## config.mk

```make
export PLATFORM = sky130hd
export DESIGN_NAME = index_derotator
export DESIGN_NICKNAME = d
export VERILOG_FILES = /design/src/rtl/index_derotator_pkg.sv /design/src/rtl/index_derotator_seq_div.sv /design/src/rtl/index_derotator.sv
export SDC_FILE = /design/constraint.sdc
export NUM_CORES = 1
export LEC_CHECK = 0
export BUFFER_PORTS_ARGS = -buffer_cell sky130_fd_sc_hd__buf_2
export CAP_MARGIN = 20
export CORE_MARGIN = 4
export CORE_UTILIZATION = 26
export DETAILED_ROUTE_END_ITERATION = 8
export PLACE_DENSITY = 0.4
export SYNTH_ARGS = -nofsm -noshare
export SYNTH_HDL_FRONTEND = slang
export SYNTH_SLANG_ARGS = --single-unit
```

## constraint.sdc

```tcl
create_clock -name clk -period 2.29 [get_ports clk]
set_input_delay 0.229 -clock clk [delete_from_list [all_inputs] [get_ports clk]]
set_output_delay 0.229 -clock clk [all_outputs]
set_load 0.05 [all_outputs]
```

## src/rtl/index_derotator_pkg.sv

```systemverilog
// Shared maze definitions: rotation encodings and controller states used by
// the forward rotator and the index derotator.
package index_derotator_pkg;

    typedef enum logic [1:0] {
        DIR_0   = 2'd0,
        DIR_90  = 2'd1,
        DIR_180 = 2'd2,
        DIR_270 = 2'd3
    } dir_e;

    typedef enum logic [1:0] {
        IDLE   = 2'd0,
        DIVIDE = 2'd1,
        DONE   = 2'd2
    } state_e;

endpackage

```

## src/rtl/index_derotator_seq_div.sv

```systemverilog
// Restoring divider by a constant SIZE: one quotient bit per cycle, MSB first,
// exactly IW iterations after start; done stays high until the cycle after.
module seq_div_const #(
    parameter int SIZE = 22,
    parameter int IW   = 9,
    parameter int CW   = 5
) (
    input  logic          clk,
    input  logic          rst,
    input  logic          start,
    input  logic [IW-1:0] dividend,
    output logic          done,
    output logic [IW-1:0] quotient,
    output logic [CW-1:0] remainder
);
    localparam int CNTW = $clog2(IW + 1);
    localparam logic [CW:0]      DIVISOR = (CW + 1)'(SIZE);
    localparam logic [CNTW-1:0] LAST    = CNTW'(IW);

    logic [IW-1:0]   acc;
    logic [CW:0]     rem;
    logic [CNTW-1:0] cnt;
    logic            busy;
    logic [CW:0]     trial;
    logic            ge;

    // Remainder stays below SIZE, so shifting in one bit fits in CW+1 bits.
    assign trial = {rem[CW-1:0], acc[IW-1]};
    assign ge    = (trial >= DIVISOR);

    always_ff @(posedge clk) begin
        if (rst) begin
            acc  <= '0;
            rem  <= '0;
            cnt  <= '0;
            busy <= 1'b0;
        end else if (start) begin
            acc  <= dividend;
            rem  <= '0;
            cnt  <= '0;
            busy <= 1'b1;
        end else if (busy) begin
            if (cnt != LAST) begin
                rem <= ge ? (trial - DIVISOR) : trial;
                acc <= {acc[IW-2:0], ge};
                cnt <= cnt + 1'b1;
            end else begin
                busy <= 1'b0;
            end
        end
    end

    assign done      = busy && (cnt == LAST);
    assign quotient  = acc;
    assign remainder = rem[CW-1:0];

endmodule

```

## src/rtl/index_derotator.sv

```systemverilog
// Recovers unrotated (x, y) from a linear cell index seen in a rotated frame,
// using a sequential divide by SIZE and a per-direction inverse mapping.
//
// state  | meaning
// IDLE   | ready for a request
// DIVIDE | divider iterating on the latched index
// DONE   | result held until the consumer takes it
module index_derotator
    import index_derotator_pkg::*;
#(
    parameter int SIZE = 22
) (
    input  logic                            clk,
    input  logic                            rst,
    input  logic                            in_valid,
    output logic                            in_ready,
    input  logic [$clog2(SIZE*SIZE)-1:0]    index,
    input  logic [1:0]                      direction,
    output logic                            out_valid,
    input  logic                            out_ready,
    output logic [$clog2(SIZE)-1:0]         x,
    output logic [$clog2(SIZE)-1:0]         y,
    output logic                            err
);
    localparam int CW = $clog2(SIZE);
    localparam int IW = $clog2(SIZE * SIZE);

    state_e        state_q, state_d;
    dir_e          dir_q;
    logic          accept;
    logic          load_res;
    logic          div_done;
    logic [IW-1:0] quot;
    logic [CW-1:0] rem;
    logic [CW-1:0] row, col;
    logic          oob;
    logic [CW-1:0] nx, ny;
    logic [CW-1:0] x_q, y_q;
    logic          err_q;

    function automatic logic [CW-1:0] flip(input logic [CW-1:0] v);
        logic [CW:0] t;
        t = (CW + 1)'(SIZE - 1) - {1'b0, v};
        return t[CW-1:0];
    endfunction

    assign accept = (state_q == IDLE) && in_valid;

    seq_div_const #(
        .SIZE (SIZE),
        .IW   (IW),
        .CW   (CW)
    ) u_div (
        .clk       (clk),
        .rst       (rst),
        .start     (accept),
        .dividend  (index),
        .done      (div_done),
        .quotient  (quot),
        .remainder (rem)
    );

    // A quotient of SIZE or more means the index lies past the last cell.
    assign oob = (quot >= IW'(SIZE));
    assign row = quot[CW-1:0];
    assign col = rem;

    always_comb begin
        nx = '0;
        ny = '0;
        if (!oob) begin
            case (dir_q)
                DIR_0:   begin nx = col;       ny = row;       end
                DIR_90:  begin nx = row;       ny = flip(col); end
                DIR_180: begin nx = flip(col); ny = flip(row); end
                DIR_270: begin nx = flip(row); ny = col;       end
                default: begin nx = '0;        ny = '0;        end
            endcase
        end
    end

    always_comb begin
        state_d  = state_q;
        load_res = 1'b0;
        case (state_q)
            IDLE: begin
                if (in_valid) state_d = DIVIDE;
            end
            DIVIDE: begin
                if (div_done) begin
                    state_d  = DONE;
                    load_res = 1'b1;
                end
            end
            DONE: begin
                if (out_ready) state_d = IDLE;
            end
            default: state_d = IDLE;
        endcase
    end

    always_ff @(posedge clk) begin
        if (rst) begin
            state_q <= IDLE;
            dir_q   <= DIR_0;
            x_q     <= '0;
            y_q     <= '0;
            err_q   <= 1'b0;
        end else begin
            state_q <= state_d;
            if (accept) dir_q <= dir_e'(direction);
            if (load_res) begin
                x_q   <= nx;
                y_q   <= ny;
                err_q <= oob;
            end
        end
    end

    assign in_ready  = (state_q == IDLE);
    assign out_valid = (state_q == DONE);
    assign x         = x_q;
    assign y         = y_q;
    assign err       = err_q;

endmodule

```

# Word-level counts from Yosys, hierarchy flattened
# Cells that the tools add are included.
[totals]
ff_bits = 34
in_bits = 15
elab_cells = 52
[op_classes]
n_addsub = 4
magnitude_cmp = 2
eq_ne = 10
n_mux = 17
reduce_logical = 10
[op_table]
columns = ["operator", "n"]
rows = [
  ["5-bit case mux with 4 select lines", 2],
  ["9-bit two-way mux", 3],
  ["5-bit two-way mux", 3],
  ["5-bit subtractor (first input constant)", 2],
  ["9-bit by 5-bit >= comparator with 1-bit output (second input constant)", 1],
  ["2-bit equality test (second input constant)", 3],
  ["6-bit by 5-bit >= comparator with 1-bit output (second input constant)", 1],
  ["2-bit two-way mux", 3],
  ["2-bit case mux with 3 select lines", 1],
  ["1-bit two-way mux", 5],
  ["5-bit subtractor (second input constant)", 1],
  ["4-bit by 1-bit adder with 4-bit output (second input constant)", 1],
  ["2-bit by 1-bit equality test with 1-bit output (second input constant)", 2],
  ["4-bit equality test (second input constant)", 1],
  ["2-bit logical NOT", 2],
  ["2-bit != test (second input constant)", 2],
  ["4-bit != test (second input constant)", 1],
  ["2-bit AND reduction", 2],
  ["2-bit nonzero test", 2],
  ["3-bit AND reduction", 1],
  ["1-bit logical AND", 2],
  ["2-bit by 1-bit != test with 1-bit output (second input constant)", 1],
  ["2-bit OR reduction", 1],
]

# Logic depth before layout (Yosys ltp)
[depth]
word_depth = 4
ltp_mapped = 8
depth_no_buf = 7

# Cells and area by module
# Synthesis repeated with hierarchy kept, for this count alone.
[hier_totals]
cells_unflattened = 226
hier_area_um2 = 2035.7
[modules_own_cells]
columns = ["module", "n_inst", "cells_per_inst", "area_each_um2"]
rows = [
  ["seq_div_const", 1, 118, 1073.5],
  ["index_derotator", 1, 108, 962.2],
]

# Least setup slack after synthesis
# No wires, ideal clock.
[synth_timing]
path_kind = "reg2reg"
startpoint = "reg state_q[0]"
endpoint = "reg u_div.cnt[2]"
setup_time_ps = 130
t_arrival_ps = 1739
required_time_ps = 2160
slack_ps = 421
stages_incl_launch_ff = 6
synth_period_minus_slack_ps = 1869
cell_sequence = "dfxtp_1 nor2_1 nand2_1 nand2b_1 clkbuf_1 nor3_1"
[synth_via]
elab_chain_cells = 3
[synth_lines]
columns = ["element", "line_no", "text"]
rows = [
  ["start, declared", "index_derotator.sv:28", "state_e state_q, state_d;"],
  ["start signal, assigned", "index_derotator.sv:110", "state_q <= state_d;"],
  ["2-bit logical NOT", "--", ""],
  ["via in_ready", "index_derotator.sv:16", "output logic in_ready,"],
  ["1-bit logical AND", "index_derotator.sv:47", "assign accept = (state_q == IDLE) && in_valid;"],
  ["2-bit OR reduction (no source line)", "--", ""],
  ["end signal, assigned", "index_derotator_seq_div.sv:46", "cnt <= cnt + 1'b1;"],
  ["end, declared", "index_derotator_seq_div.sv:22", "logic [CNTW-1:0] cnt;"],
]
# The timed path passes the listed nets, and every way through them passes these cells.
# A chain may end at the register's enable or synchronous reset.

# Worst setup path in the final report
[layout_timing]
startpoint = "reg u_div.cnt[0]"
endpoint = "reg y_q[4], in the netlist y[4]"
[layout_via]
elab_chain_cells = 4
[layout_lines]
columns = ["element", "line_no", "text"]
rows = [
  ["4-bit equality test", "index_derotator_seq_div.sv:53", "assign done = busy && (cnt == LAST);"],
  ["1-bit logical AND", "index_derotator_seq_div.sv:53", ""],
  ["1-bit two-way mux", "index_derotator.sv:90", "if (div_done) begin"],
  ["1-bit two-way mux", "index_derotator.sv:85", "case (state_q)"],
  ["end signal, assigned", "index_derotator.sv:114", "y_q <= ny;"],
  ["end, declared", "index_derotator.sv:38", "logic [CW-1:0] x_q, y_q;"],
]
# No other way between the ends.

==> run metrics <==
status=finished clean; WL final=4420 microns; final worst-path cycle share=77.5%; top cell type by total area after synthesis=dfxtp_1; die width=90.9 microns; Post-Synth Simple-Gate Area=21.4%; largest net degree at the start of global routing=28; Final HPWL DP=3170 microns; Initial Util=27.5%; Mapped Cells=211; largest family of logic cells by synthesized area=simple AND/OR/NAND/NOR gates; Final min period=1.78 ns; WP data arrival=1.97 ns; GRT met3 Usage=3.58%; Hold Crit Class=primary input to flip-flop; maxcap violations=0; H-tree levels=2; vias=1514; Pwr Density=606 nW/um^2; most common cell after layout, fill and taps aside=nand2_1; Avg Inst Size Synth=8.47 sq um; Iter 0 DRT Violations=48; hold path depth=3; CTS buffer count=5; # hold bufs at CTS=0; RSZ-0062 raised after global routing=no; clk slew on worst S/H paths=0.07 ns; M1 GR Usage=14.9%; Setup TNS=0 ns; Setup violations, final=0; first-pass GRT wire length=7620 microns; mux share of post-synthesis cell area=7.28%; Filler Cells Inserted=699; nets=255; global route hottest layer=met2; Post-Synth Adder-Cell Area=4.90%; Core Region=6490 sq um; crit start category=flip-flop; Ports=28; CP required=2.48 ns; total power=1.25 mW; vias in the first global route=1486; diode count=0; gr usage total=11.3%; R2R depth=5; Synth area leaders=dfxtp_1 38%, nand2_1 7.8%, nor2_1 5.5%; clock tree sinks=34; sequential element share of the synthesized area=38.1%; Clock Latency Late Sink=0.28 ns; Final Instance Count excl. Fillers=310; fmax=563 MHz; wire per inst=14.2 microns; library cells used by synthesis=40; IO buf count=27; crit path kind=flip-flop to flip-flop; max_slew headroom=61.8%; die height=90.9 microns; layout cell share with drive strength beyond 1=20.2%; Synth Area in XOR/XNOR=4.41%; Placed Cells=303; total congestion overflow=0; initial antenna violation count=0; Setup WS post-layout=0.514 ns; flop2flop setup slack=0.51 ns; synthesized cell area=1790 sq um; met2 Resource Use GR=17.9%; Synth warnings=0; Slew Limit Fails=0; Cell Rows=29; post-synthesis register bit count=34; pre-CTS WS=0.504 ns; Residual DRC=0; CP Capture Type=flip-flop; Initial DRT Pass Iterations=4; clock root cell=clkbuf_8; Layout area overhead=15.1%; GPL Wtd Cong=0.745; CP Max Fanout=16; via/cell ratio=4.88; CTS max path bufs=2; Synth top area share=38.1%; Worst-Margin Slew=0.572 ns; Routed Antenna Nets=0; Synth Area in Compound Gates=19.4%; skew final=0.00635 ns; commonest non-fill, non-tap cells in the layout=37 x nand2_1, 34 x dfxtp_1, 27 x buf_2, 26 x nor2_1, 14 x a21oi_1; Hold WS=0.214 ns; Pleak=0.806 nW; Setup Buffers After CTS=0; CTS tree=done; Worst VDD drop=0.282 mV; final hold vios=0; Syn Nets=233; CTS resizes=0; die area=8260 sq um
[registers in the layout, summed over array words and instances, names as in the netlist]
| name | flops |
|---|---|
| x | 5 |
| state_q | 2 |
| err | 1 |
| y | 5 |
| dir_q | 2 |
| u_div.rem | 5 |
| u_div.busy | 1 |
| u_div.quotient | 9 |
| u_div.cnt | 4 |
[Yosys cell counts, drive strengths merged]
master / count
nand2: 37
dfxtp: 34
nor2: 27
a21oi: 16
a311oi: 8
buf: 8
clkbuf: 8
ha: 7
a22oi: 6
o21ai: 6
xnor2: 6
nand3: 5
mux2i: 4
nor3: 4
a211oi: 3
inv: 3
mux4: 3
nand3b: 3
xor2: 3
mux2: 2
nand2b: 2
nor2b: 2
a2111o: 1
a2111oi: 1
a21o: 1
a221oi: 1
a31oi: 1
a32oi: 1
and2: 1
and4b: 1
nand4: 1
nor4: 1
o2111ai: 1
o211ai: 1
o22a: 1
o41ai: 1
[per-layer routing]
layer | share of wire (%) | vias to the layer above
met5 | 0 | -
met4 | 0.52 | 0
met3 | 4.8 | 2
met2 | 44 | 33
met1 | 50 | 695
li1 | - | 784
[layout make-up]
class	count	area, sq um	share of cell area (%)
inverters	3	11.3	0.548
clock buffers	7	76.3	3.71
flip-flops and latches	34	681	33.1
multi-input cells	158	1030	49.9
repair buffers	31	165	8.03
well taps	77	96.3	4.69
[report_power, final]
| part | switching [mW] | leakage (nW) | internal (mW) |
|---|---|---|---|
| combinational | 0.0947 | 0.490 | 0.0727 |
| clock | 0.211 | 0.0383 | 0.210 |
| sequential | 0.0429 | 0.277 | 0.615 |
| total | 0.349 | 0.806 | 0.898 |
[worst max-delay path: stages (launching register included)]
cell and delay (ns):
dfxtp_1 0.39, ha_1 0.19, and4b_2 0.29, nand3b_4 0.21, a2111o_1 0.41, a221oi_2 0.20
[logic make-up (layout without fill, tap and decap cells)]
| kind of cell | after synthesis | count (layout) |
|---|---|---|
| xor+xnor | 9 | 9 |
| buf+inv | 19 | 41 |
| simple gates | 84 | 84 |
| compound gates | 49 | 49 |
| mux | 9 | 9 |
| flops | 34 | 34 |
| fa+ha+maj | 7 | 7 |
[per-stage QoR]
| stage | instance area (sq um) | utilization [%] |
|---|---|---|
| floorplan | 1790 | - |
| global placement | 1980 | 30.5 |
| detailed placement | 1980 | 30.5 |
| CTS | 2060 | 31.7 |
| global route | 2060 | 31.7 |
| finish | 2060 | 31.7 |
[path summary, 6_finish.rpt]
check | startpoint | to
setup reg to reg | u_div.cnt[0] | y[4]
hold / removal | direction[1] | dir_q[1]
hold reg to reg | y[3] | y[3]
setup / recovery | u_div.cnt[0] | y[4]
Note: power is estimated with default switching activity, not from simulation.
